### config.mk
export PLATFORM = sky130hd
export DESIGN_NAME = stage_sequencer
export DESIGN_NICKNAME = d
export VERILOG_FILES = /design/src/rtl/stage_sequencer.sv
export SDC_FILE = /design/constraint.sdc
export NUM_CORES = 1
export LEC_CHECK = 0
export CORE_MARGIN = 5
export CORE_UTILIZATION = 39
export CTS_BUF_LIST = sky130_fd_sc_hd__clkbuf_4 sky130_fd_sc_hd__clkbuf_8
export DETAILED_ROUTE_END_ITERATION = 12
export HOLD_SLACK_MARGIN = 0.1
export PLACE_DENSITY = 0.81
export SYNTH_ARGS = -nofsm -noshare
export SYNTH_HDL_FRONTEND = slang
export SYNTH_SLANG_ARGS = --single-unit
### constraint.sdc
create_clock -name clk -period 2.45 [get_ports clk]
set_input_delay 0.49 -clock clk [delete_from_list [all_inputs] [get_ports clk]]
set_output_delay 0.49 -clock clk [all_outputs]
set_load 0.005 [all_outputs]
### src/rtl/stage_sequencer.sv
// rtl/stage_sequencer.sv - parametrised per-instruction stage/command sequencer
//
// Walks one instruction through the stages selected by stage_mask, lowest
// first. Each stage runs 1+repeat_count iterations, and each iteration ends on
// op_done. The sequencer also tracks the TX command of the current iteration
// and counts reads that have been issued but not yet answered.
//
// Ports:
//   clk, reset          clock, asynchronous active-high reset
//   inst_valid          instruction present (held stable until inst_done)
//   skip                instruction not executed (cc false / no-op)
//   stage_mask          bit s set: stage s is used
//   repeat_count        per-stage extra iterations, REPEAT_BITS per stage
//   stage_send_read     bit s set: stage s issues a read command
//   op_done             ALU finished the current iteration
//   tx_command_started  TX accepted tx_command_valid
//   rx_done             reply to the oldest outstanding read received
//   running             an instruction is being sequenced
//   stage, stage_onehot current stage (one-hot is zero when idle)
//   iter, last_iter     iteration within stage, and final-iteration flag
//   command_active      this iteration's command has been started
//   tx_command_valid    request to start a TX command
//   reads_outstanding   reads in flight
//   inst_done           single-cycle retire pulse
module stage_sequencer #(
  parameter int NUM_STAGES  = 4,
  parameter int REPEAT_BITS = 4,
  parameter int MAX_READS   = 2,
  localparam int SB = (NUM_STAGES > 1) ? $clog2(NUM_STAGES) : 1,
  localparam int RB = $clog2(MAX_READS + 1)
) (
  input  logic                              clk,
  input  logic                              reset,
  input  logic                              inst_valid,
  input  logic                              skip,
  input  logic [NUM_STAGES-1:0]             stage_mask,
  input  logic [NUM_STAGES*REPEAT_BITS-1:0] repeat_count,
  input  logic [NUM_STAGES-1:0]             stage_send_read,
  input  logic                              op_done,
  input  logic                              tx_command_started,
  input  logic                              rx_done,
  output logic                              running,
  output logic [SB-1:0]                     stage,
  output logic [NUM_STAGES-1:0]             stage_onehot,
  output logic [REPEAT_BITS-1:0]            iter,
  output logic                              last_iter,
  output logic                              command_active,
  output logic                              tx_command_valid,
  output logic [RB-1:0]                     reads_outstanding,
  output logic                              inst_done
);

  localparam logic [RB-1:0] READ_LIMIT = RB'(MAX_READS);

  typedef enum logic {
    IDLE = 1'b0,
    RUN  = 1'b1
  } state_t;

  state_t                 state_q, state_d;
  logic [SB-1:0]          stage_q, stage_d;
  logic [REPEAT_BITS-1:0] iter_q, iter_d;
  logic                   cmd_q, cmd_d;
  logic [RB-1:0]          reads_q, reads_d;

  logic [REPEAT_BITS-1:0] cur_repeat;
  logic [SB-1:0]          first_stage;
  logic [SB-1:0]          next_stage;
  logic                   next_found;
  logic                   read_issue;
  logic                   read_retire;

  assign cur_repeat = repeat_count[stage_q*REPEAT_BITS +: REPEAT_BITS];

  assign running           = (state_q == RUN);
  assign stage             = stage_q;
  assign stage_onehot      = running ? (NUM_STAGES'(1) << stage_q) : '0;
  assign iter              = iter_q;
  assign last_iter         = running && (iter_q == cur_repeat);
  assign command_active    = cmd_q;
  assign reads_outstanding = reads_q;
  assign tx_command_valid  = running && stage_send_read[stage_q] && !cmd_q
                             && (reads_q < READ_LIMIT);

  // Lowest set mask bit overall, and lowest set bit strictly above the
  // current stage. Scanning downwards lets the lowest match win.
  always_comb begin
    first_stage = '0;
    next_stage  = '0;
    next_found  = 1'b0;
    for (int s = NUM_STAGES - 1; s >= 0; s--) begin
      if (stage_mask[s]) begin
        first_stage = SB'(s);
        if (s > int'(stage_q)) begin
          next_stage = SB'(s);
          next_found = 1'b1;
        end
      end
    end
  end

  always_comb begin
    state_d   = state_q;
    stage_d   = stage_q;
    iter_d    = iter_q;
    cmd_d     = cmd_q;
    inst_done = 1'b0;
    case (state_q)
      IDLE: begin
        if (inst_valid) begin
          if (skip || (stage_mask == '0)) begin
            inst_done = 1'b1;
          end else begin
            state_d = RUN;
            stage_d = first_stage;
            iter_d  = '0;
            cmd_d   = 1'b0;
          end
        end
      end
      RUN: begin
        if (!inst_valid) begin
          // Abort: instruction withdrawn, no retire pulse.
          state_d = IDLE;
          stage_d = '0;
          iter_d  = '0;
          cmd_d   = 1'b0;
        end else if (skip) begin
          inst_done = 1'b1;
          state_d   = IDLE;
          stage_d   = '0;
          iter_d    = '0;
          cmd_d     = 1'b0;
        end else if (op_done) begin
          // op_done takes priority over a same-cycle command start.
          cmd_d = 1'b0;
          if (!last_iter) begin
            iter_d = iter_q + 1'b1;
          end else if (next_found) begin
            stage_d = next_stage;
            iter_d  = '0;
          end else begin
            inst_done = 1'b1;
            state_d   = IDLE;
            stage_d   = '0;
            iter_d    = '0;
          end
        end else if (tx_command_started && tx_command_valid) begin
          cmd_d = 1'b1;
        end
      end
      default: state_d = IDLE;
    endcase
  end

  // Reads survive inst_done and abort; they retire whenever replies arrive.
  assign read_issue  = tx_command_started && tx_command_valid;
  assign read_retire = rx_done && (reads_q != '0);

  always_comb begin
    reads_d = reads_q;
    if (read_issue && !read_retire) begin
      reads_d = reads_q + 1'b1;
    end else if (read_retire && !read_issue) begin
      reads_d = reads_q - 1'b1;
    end
  end

  always_ff @(posedge clk or posedge reset) begin
    if (reset) begin
      state_q <= IDLE;
      stage_q <= '0;
      iter_q  <= '0;
      cmd_q   <= 1'b0;
      reads_q <= '0;
    end else begin
      state_q <= state_d;
      stage_q <= stage_d;
      iter_q  <= iter_d;
      cmd_q   <= cmd_d;
      reads_q <= reads_d;
    end
  end

endmodule
==> metrics.txt <==
fin area 1580 µm²; DIE HEIGHT between 50 and 60 µm; Main synth FF type dfrtp_1; vias in the first global route approximately 1000; Pre-antenna DRT Iters 4; failing checks negative setup slack; Syn Area/Cell between 9 and 10 µm²; Post-DP Area around 1500 µm²; crit path DAT 2110 ps; Reg power frac 30.3%; vias per cell approximately 5.3; Post-synth EDFFs 0; fraction of layout cells with a size suffix above 1 25.5%; vias post-DR 1008; #FFs+latches synth 10; # rows 17; Final Hold Fails 0; max cap viols 0; Overall Global Routing Usage 17.9%; hold crit path type input pin to asynchronous set/reset pin; Initial Util roughly two fifths; syn nets 125; Comb power frac just over 50%; Slew headroom 74.3%; Power per Cell Area about 500 nW/µm²; clock slew seen by the registers of the worst setup and hold paths roughly 70 ps; sw frac about a third; GR Overflow Total 0; asr flop ratio synth 100%; wire per inst around 15 µm; final worst slack -148 ps; worst-skew pair later-pin latency 280 ps; Placer Congestion slightly above 0.9; Post-Synthesis Cell Area approximately 860 µm²; Reg2Reg Launch Point stage[0]$_DFFE_PP0P_; critical path peak fanout 2; Detailed Route WL between 2000 and 3000 µm; CORE AREA approximately 2100 µm²; Clock Tree Root clkbuf_4; cell with the most instances after synthesis dfrtp_1; DP Worst Slack -732 ps; Final Critical Period 2600 ps; I/O pin count 48; Critical Path Start repeat_count[9]; Clk pwr share 19.4%; path type of the worst setup path input pin to output port; Slew Viols, Final 0; fin crit share 106%; initial antenna violation count 0; Post-Synthesis Cells 92; status finished, violations left; Distinct cells, synth 36; number of buffers created by CTS 3; max frequency slightly below 400 MHz; final layout net count 195; Worst Path Required roughly 2000 ps; Net Sw Power ~0.26 mW; Die X between 50 and 60 µm; Syn-to-layout area delta 84.4%; Diodes inserted 0; # DRC 0; top cells by count, synth 10 x dfrtp_1, 7 x nor2_1, 6 x nand2_1; CTS tree yes; full die area roughly 3200 µm²; clock buffer depth 2; RSZ-0062 raised after global routing yes; initial drt markers 22; Syn. warnings 0; Worst Tran Pin Value 386 ps; clock sinks 10; leak pwr roughly 0.73 nW; Port Buf Inserts 47; CP endpoint kind output port; Startpoint Class input pin; Peak VDD IR 0.000421 V; Final HPWL DP 2180 µm; sequential element share of the synthesized area 29.2%; clk_skew 5.14 ps; Synth area leader dfrtp_1; Int Power approximately 0.53 mW; first-pass GRT wire length ~4600 µm; number of fill cells 163; H-Tree Depth 1; pin count of the biggest net entering global routing 13; final setup vio count 2; Detail Route Antenna Nets 0; largest cells by area after synthesis dfrtp_1 29%, mux4_1 9.2%, xnor2_1 5.1%, mux2i_1 4.7%, xor2_1 4.1%; Synth top area share just under 30%
## path summary, 6_finish.rpt
path / to / slack (ps) / depth (start not counted)
setup / recovery: inst_done / -150 / 8
hold / removal: reads_outstanding[0]$_DFFE_PP0P_ / 500 / 2
setup reg to reg: stage[1]$_DFFE_PP0P_ / 250 / 7
hold reg to reg: command_active$_DFFE_PP0P_ / 520 / 1
max in group asynchronous: stage[1]$_DFFE_PP0P_ / 1660 / 2
min in group clk: command_active$_DFFE_PP0P_ / 520 / 1
## critical path, stage by stage
cell	delay, ps
clkdlybuf4s50_1	410
mux2i_2	200
xnor2_1	120
nor3_1	250
a31oi_2	90
o31ai_4	300
o21a_1	140
buf_2	100
## area by class of cell
type	instances	area, µm²	area share, %
sequential	10	253	16.0
timing repair buffer	69	628	39.7
tap	28	35.0	2.21
multi-input combinational	74	616	38.9
clock buffer	4	36.3	2.29
inverter	4	15.0	0.949
## flip-flops by register name (all words and copies together) (netlist names)
signal / flops
stage: 2
iter: 4
command_active: 1
running: 1
reads_outstanding: 2
## cells by family after synthesis
group | count (synthesis) | synth area share (%)
DFF | 10 | 29.2
and+or+nand+nor | 31 | 18.8
AOI/OAI and AO/OA | 23 | 19.8
xor gates and xnor gates | 9 | 9.18
muxes | 9 | 16.5
buffers and inverters | 8 | 3.64
adders and majority gates | 2 | 2.91
## metrics by stage
stage	power [mW]	instances	utilization (%)	setup TNS, ps	hold slack [ps]
final	0.788	189	73.7	-223	498
after global routing	0.840	189	73.7	-382	519
after floorplan	0.390	92	-	0	330
after global placement	0.580	182	69.4	-1890	504
after CTS	0.762	188	71.6	-405	496
after detailed placement	0.590	182	69.4	-2320	509
## per-layer routing
| layer | up-vias | GRT usage (%) | wire [µm] |
|---|---|---|---|
| met4 | 0 | 6.62 | 52 |
| met5 | - | 0 | 0 |
| met3 | 6 | 7.82 | 233 |
| met1 | 474 | 19.2 | 1100 |
| li1 | 479 | - | - |
| met2 | 49 | 31.0 | 1470 |
## power by group through the flow
stage	registers, mW	clock network [mW]	logic, mW
finish	0.239	0.153	0.397
floorplan	0.228	0	0.162
global placement	0.233	0	0.347
global route	0.244	0.170	0.426
detailed placement	0.235	0	0.355
CTS	0.234	0.158	0.370
## cells in the final DEF (no fill, tap or decap), drive strengths merged, types with 3 or more instances in the layout
cell | synthesis | final
nor2b | 3 | 3
and3 | 3 | 3
inv | 4 | 4
clkdlybuf4s50 | 0 | 35
dfrtp | 10 | 10
mux2i | 4 | 4
mux4 | 3 | 3
nand2 | 6 | 6
nor2 | 7 | 7
nor3b | 3 | 3
buf | 1 | 24
dlygate4sd2 | 0 | 8
xor2 | 4 | 4
xnor2 | 5 | 5
nor3 | 3 | 3
a21oi | 3 | 3
clkbuf | 3 | 4
o21ai | 4 | 4
## timing repair
| action | CTS | global route |
|---|---|---|
| gates resized for setup | 23 | 9 |
| buffers inserted | 3 | 1 |
| endpoints found under the setup margin | 3 | 3 |
| hold buffers | 0 | 0 |
| pin swaps | 6 | 4 |
| endpoints found under the hold margin | 0 | 0 |
Power figures use the tool's default switching activity.
==> variant 1, RTL diff (same settings) <==
Put a register stage on the output `last_iter`, with the module's reset. The value now appears one clock later. The other outputs are not delayed to match.
--- a/src/rtl/stage_sequencer.sv
+++ b/src/rtl/stage_sequencer.sv
@@ -57,6 +57,8 @@
     RUN  = 1'b1
   } state_t;
 
+  logic last_iter_d;
+
   state_t                 state_q, state_d;
   logic [SB-1:0]          stage_q, stage_d;
   logic [REPEAT_BITS-1:0] iter_q, iter_d;
@@ -76,7 +78,7 @@
   assign stage             = stage_q;
   assign stage_onehot      = running ? (NUM_STAGES'(1) << stage_q) : '0;
   assign iter              = iter_q;
-  assign last_iter         = running && (iter_q == cur_repeat);
+  assign last_iter_d       = running && (iter_q == cur_repeat);
   assign command_active    = cmd_q;
   assign reads_outstanding = reads_q;
   assign tx_command_valid  = running && stage_send_read[stage_q] && !cmd_q
@@ -134,7 +136,7 @@
         end else if (op_done) begin
           // op_done takes priority over a same-cycle command start.
           cmd_d = 1'b0;
-          if (!last_iter) begin
+          if (!last_iter_d) begin
             iter_d = iter_q + 1'b1;
           end else if (next_found) begin
             stage_d = next_stage;
@@ -182,4 +184,12 @@
     end
   end
 
+  always_ff @(posedge clk or posedge reset) begin
+    if (reset) begin
+      last_iter <= '0;
+    end else begin
+      last_iter <= last_iter_d;
+    end
+  end
+
 endmodule
Behaviour: not the same (a bounded check fails within 4 cycles, from zero or initial values and one cycle with reset high).
==> variant 1 against the original RTL <==
The flow still finishes with violations (setup timing). Core utilization shrank 3.6 points. Setup slack lost 110 ps. Largest cell class is now multi-input combinational cells. Synthesized area grew 2.8%. Largest power group unchanged. Register-to-register slack lost 150 ps. Sequential cell count grew 1. Final area shrank 3.0%. Power shrank 10%. Routed wire length shrank 10%.
==> variant 1: results (changes against the original RTL) <==
- Largest net degree at the start of global routing: 14 (+1)
- Register area share after synthesis: 31.21% (+2.1 points)
- Share of layout cells above drive strength 1: 23.84% (-1.6 points)
- Yosys warnings: 0 (unchanged)
- Largest stage delay, worst path: 490 ps (+80 ps)
- Final Setup Violations: 1 (-1)
- Worst rel slew slack: 72.60% (-1.7 points)
- Via count: 920 (-8.7%)
- Crit path max-delay family: buffers and inverters
- Worst Skew: 0.5879 ps (-4.554 ps)
- Vias in the first global route: 955 (-8.3%)
- N_diodes: 0 (unchanged)
- Clock Latency Late Sink: 260 ps (-20 ps)
- First-pass GRT wire length: 4457 µm (-2.6%)
- Post-Syn Nets: 120 (-4.0%)
- Failing checks: setup timing
- CP max-delay cell: mux4_2
- Port Buffers: 47 (unchanged)
- Status: complete, but fails checks
- Worst setup margin: -258.2 ps (-110.4 ps)
- Drt initial violations: 27 (+23%)
- Final WL: 2565 µm (-10%)
- Leakage: 0.7162 nW (-1.8%)
- Drt pass-1 iters: 4 (unchanged)
- Worst vdd ir: 257.2 µV (-39%)
- Post-DP HPWL: 2095 µm (-3.7%)
- Placer Congestion: 0.8364 (-9.9%)
- Post-synth top cells: dfrtp_1 (11), nand2_1 (6), o21ai_0 (6), xor2_1 (6), and3_1 (5)
- Fill cell count: 174 (+6.7%)
- Synth area leaders: dfrtp_1 (31%), mux4_1 (12%), xor2_1 (6.0%), and3_1 (3.5%), o21ai_0 (3.4%)
- Global-route usage over all layers: 16.76% (-1.2 points)
- Worst-path clk slew: 60 ps
- Final nets: 185 (-5.1%)
- Antenna violations before repair: 0 (unchanged)
-- variant 1: metal layers --
layer  vias to the layer above  share of wire (%)  global-route usage (%)
met5                         -                  0                       0
met4                         0                1.1                   4.967
met3                         4                6.6                   3.846
met2                        42                 51                   28.55
met1                       432                 41                   20.94
li1                        442                  -                       -
-- variant 1: metrics by stage --
| step | setup WS [ps] | area, µm² | setup TNS, ps | util, % | std cells |
|---|---|---|---|---|---|
| after global routing | -348.2 | 1535 | -348.2 | 70.07 | 179 |
| after CTS | -281.8 | 1510 | -281.8 | 68.93 | 178 |
| after global placement | -749.3 | 1465 | -1051 | 66.88 | 172 |
| after detailed placement | -752.4 | 1465 | -1150 | 66.88 | 172 |
| after floorplan | 159.3 | 882.1 | 0 | - | 87 |
| final | -258.2 | 1535 | -258.2 | 70.07 | 179 |
-- variant 1: cell families after synthesis --
family	Yosys count	share of synthesized area, %
simple gates	32	21.42
mux	7	17.30
flops	11	31.21
fa+ha+maj	2	2.836
compound gates	21	16.31
xor+xnor	7	6.950
buf+inv	7	3.970
-- variant 1: path summary, 6_finish.rpt --
check                                                       from                                to  slack (ps)  depth (start not counted)
worst max-delay path                             repeat_count[6]                         inst_done        -260                          7
worst min-delay path                                       reset  reads_outstanding[0]$_DFFE_PP0P_         520                          2
worst max register to register              stage[0]$_DFFE_PP0P_              stage[0]$_DFFE_PP0P_         100                          8
worst min register to register  reads_outstanding[1]$_DFFE_PP0P_  reads_outstanding[1]$_DFFE_PP0P_         530                          1
max in group asynchronous                                  reset              stage[0]$_DFFE_PP0P_        1620                          2
min in group clk                reads_outstanding[1]$_DFFE_PP0P_  reads_outstanding[1]$_DFFE_PP0P_         530                          1
-- variant 1: final cells by class --
| class | count | area (µm²) | share of cell area (%) |
|---|---|---|---|
| clock buffers | 4 | 30.03 | 1.956 |
| multi-input cells | 69 | 590.6 | 38.47 |
| well taps | 28 | 35.03 | 2.282 |
| flip-flops and latches | 11 | 276.5 | 18.01 |
| repair buffers | 63 | 588.1 | 38.30 |
| inverters | 4 | 15.01 | 0.9780 |
-- variant 1: power breakdown --
| group | total, mW | internal [mW] | leakage (nW) | switching, mW |
|---|---|---|---|---|
| clock network | 0.131 | 0.0741 | 0.0184 | 0.0567 |
| logic | 0.334 | 0.210 | 0.553 | 0.124 |
| registers | 0.242 | 0.209 | 0.145 | 0.0331 |
-- variant 1: what timing repair did --
action | CTS | global route
cloned | 0 | 0
endpoints found under the setup margin | 2 | 2
pin swaps | 3 | 4
setup buffers | 2 | 1
gates resized for setup | 23 | 7
-- variant 1: worst reg2reg max path, cell delays in order (launching register included) --
cell and delay [ps]:
dfrtp_2 410, buf_6 110, mux4_2 520, xor2_2 180
nor4_4 320, buf_4 150, buf_4 110, o21ba_4 150
mux2_4 290
==> variant 2, RTL diff (same flow settings) <==
Made on the original files. Change the parameter `REPEAT_BITS` from 4 to 5.
--- a/src/rtl/stage_sequencer.sv
+++ b/src/rtl/stage_sequencer.sv
@@ -24,7 +24,7 @@
 //   inst_done           single-cycle retire pulse
 module stage_sequencer #(
   parameter int NUM_STAGES  = 4,
-  parameter int REPEAT_BITS = 4,
+  parameter int REPEAT_BITS = 5,
   parameter int MAX_READS   = 2,
   localparam int SB = (NUM_STAGES > 1) ? $clog2(NUM_STAGES) : 1,
   localparam int RB = $clog2(MAX_READS + 1)
Interface: changed (resized iter and repeat_count); port bits go from 48 to 53. The function was not compared with the original's and may differ.
==> variant 2 against the original RTL <==
The run still ends with setup timing left. Register-to-register slack got worse by 210 ps. Clock power decreased by 8%. Routed wire length increased by 18%. Final area increased by 11%. Synthesized area increased by 15%. Sequential cell count increased by 1. Setup slack got worse by 12 ps. Via count increased by 9.2%. First-iteration DRC count increased by 82%. Core utilization decreased by 2.2 points. Critical path depth unchanged. Clock skew decreased by 4.6 ps. Power decreased by 1.5%. Combinational power decreased by 3%. Critical endpoint unchanged. Largest power group unchanged. Highest routed layer unchanged.
==> variant 2: results (changes against the original RTL) <==
- R2r worst-path depth: 9 (+2)
- Metal1 wirelength: 1358 µm (+23%)
- NetSw: 252.8 µW (-2.2%)
- Slew @ Worst Pin: 453.5 ps (+67.89 ps)
- Vias in the first global route: 1165 (+12%)
- Met2 routed WL: 1831 µm (+25%)
- Worst vdd ir: 399.3 µV (-5.1%)
- Failing checks: setup timing
- Placer Congestion: 0.8064 (-13%)
- Post-synth top cells: nor2_1 (12), dfrtp_1 (11)
- Final hold vios: 0 (unchanged)
- Overall power consumption: 776.0 µW (-1.5%)
- Global-route usage over all layers: 19.65% (+1.7 points)
- Drt initial violations: 40 (+82%)
- PostCTS Resize Cnt: 25 (+8.7%)
- Flop2flop setup slack: 40 ps (-210 ps)
- Worst-path clk slew: 70 ps (about the same)
- Final WL: 3380 µm (+18%)
- Final nets: 216 (+11%)
- Met1 usage: 24.12% (+4.9 points)
- N_diodes: 0 (unchanged)
- Critical Path Start: repeat_count[8]
- Comb group: 387 µW (-3%)
- Worst-case clock buffer depth: 2 (unchanged)
- Netlist cell types: 38 (+5.6%)
- Worst setup margin: -159.8 ps (-12.10 ps)
- DP Worst Slack: -754.7 ps (-22.96 ps)
- CTS root buf: clkbuf_4
- Final Setup Violations: 3 (+1)
- Leakage: 0.7718 nW (+5.8%)
- Clock Latency Late Sink: ~270 ps
- WL met3: 113 µm (-52%)
- Post-Syn Nets: 141 (+13%)
- Highest routed layer: met4
- Vias per cell: 5.293 (-0.75%)
- Synth async-reset ratio: 100.0% (unchanged)
- Met3 usage: 2.160% (-5.7 points)
- CP Max Fanout: 2 (unchanged)
- Port Buffers: 52 (+11%)
- Drt pass-1 iters: 4 (unchanged)
- TNS Setup: -407.6 ps (-184.2 ps)
- Post-DP HPWL: 2666 µm (+23%)
- Worst Skew: 0.5362 ps (-4.606 ps)
- First-pass GRT wire length: 5409 µm (+18%)
- Register area share after synthesis: 27.88% (-1.3 points)
- Power share of the sequential group: 32.0% (+1.7 points)
- Synth area leaders: dfrtp_1 (28%), mux4_1 (8.0%), mux2i_1 (6.1%), xnor2_1 (5.3%), nor2_1 (4.6%)
- Grt met2 use: 35.34% (+4.3 points)
- Share of layout cells above drive strength 1: 23.60% (-1.9 points)
- Yosys warnings: 0 (unchanged)
- Status: complete, but fails checks
- Largest net degree at the start of global routing: 12 (-1)
- Max reg flops: 5 (+1)
==> variant 2: cell count changes after synthesis, sizes merged, moves of 2 or more <==
| cell | unedited run | this run |
|---|---|---|
| a31o | 0 | 2 |
| a31oi | 2 | 0 |
| and3 | 3 | 0 |
| buf | 1 | 4 |
| mux2i | 4 | 6 |
| nor2 | 7 | 12 |
| nor3 | 3 | 6 |
| nor3b | 3 | 1 |
| nor4 | 0 | 3 |
| o21ai | 4 | 6 |
==> variant 2: stage by stage <==
| step | instances | hold slack, ps | util (%) | instance area, µm² |
|---|---|---|---|---|
| 2_1_floorplan | 104 | 342.4 | - | 987.2 |
| 3_3_place_gp | 198 | 501.9 | 66.92 | 1643 |
| 3_5_place_dp | 198 | 512.1 | 66.92 | 1643 |
| 4_1_cts | 205 | 526.7 | 69.67 | 1710 |
| 5_1_grt | 208 | 549.5 | 71.51 | 1755 |
| 6_report | 208 | 516.9 | 71.51 | 1755 |
==> variant 2: area by class of cell <==
type / count / area [µm²]
repair buffers: 76 / 706.9
fillers: 185 / 699.4
multi-input cells: 82 / 685.7
flip-flops and latches: 11 / 276.5
well taps: 30 / 37.54
clock buffers: 4 / 30.03
inverters: 5 / 18.77
==> variant 2: critical path, cell delays in order <==
cell and delay, ps:
clkdlybuf4s50_1 490, mux2i_2 80, xnor2_1 130, nor4_2 300
o211ai_2 150, a2111oi_4 230, o31a_1 150, buf_2 100
==> variant 2: cell families (layout without fill, tap and decap cells) <==
kind of cell	count (synthesis)	count (layout)	synth area share, %
XOR/XNOR	11	11	9.759
buffers and inverters	11	85	6.970
AO/OA/AOI/OAI	22	22	18.38
flip-flops	11	11	27.88
multiplexers	10	10	15.21
AND/OR/NAND/NOR	37	37	19.27
adder cells (fa/ha/maj)	2	2	2.534
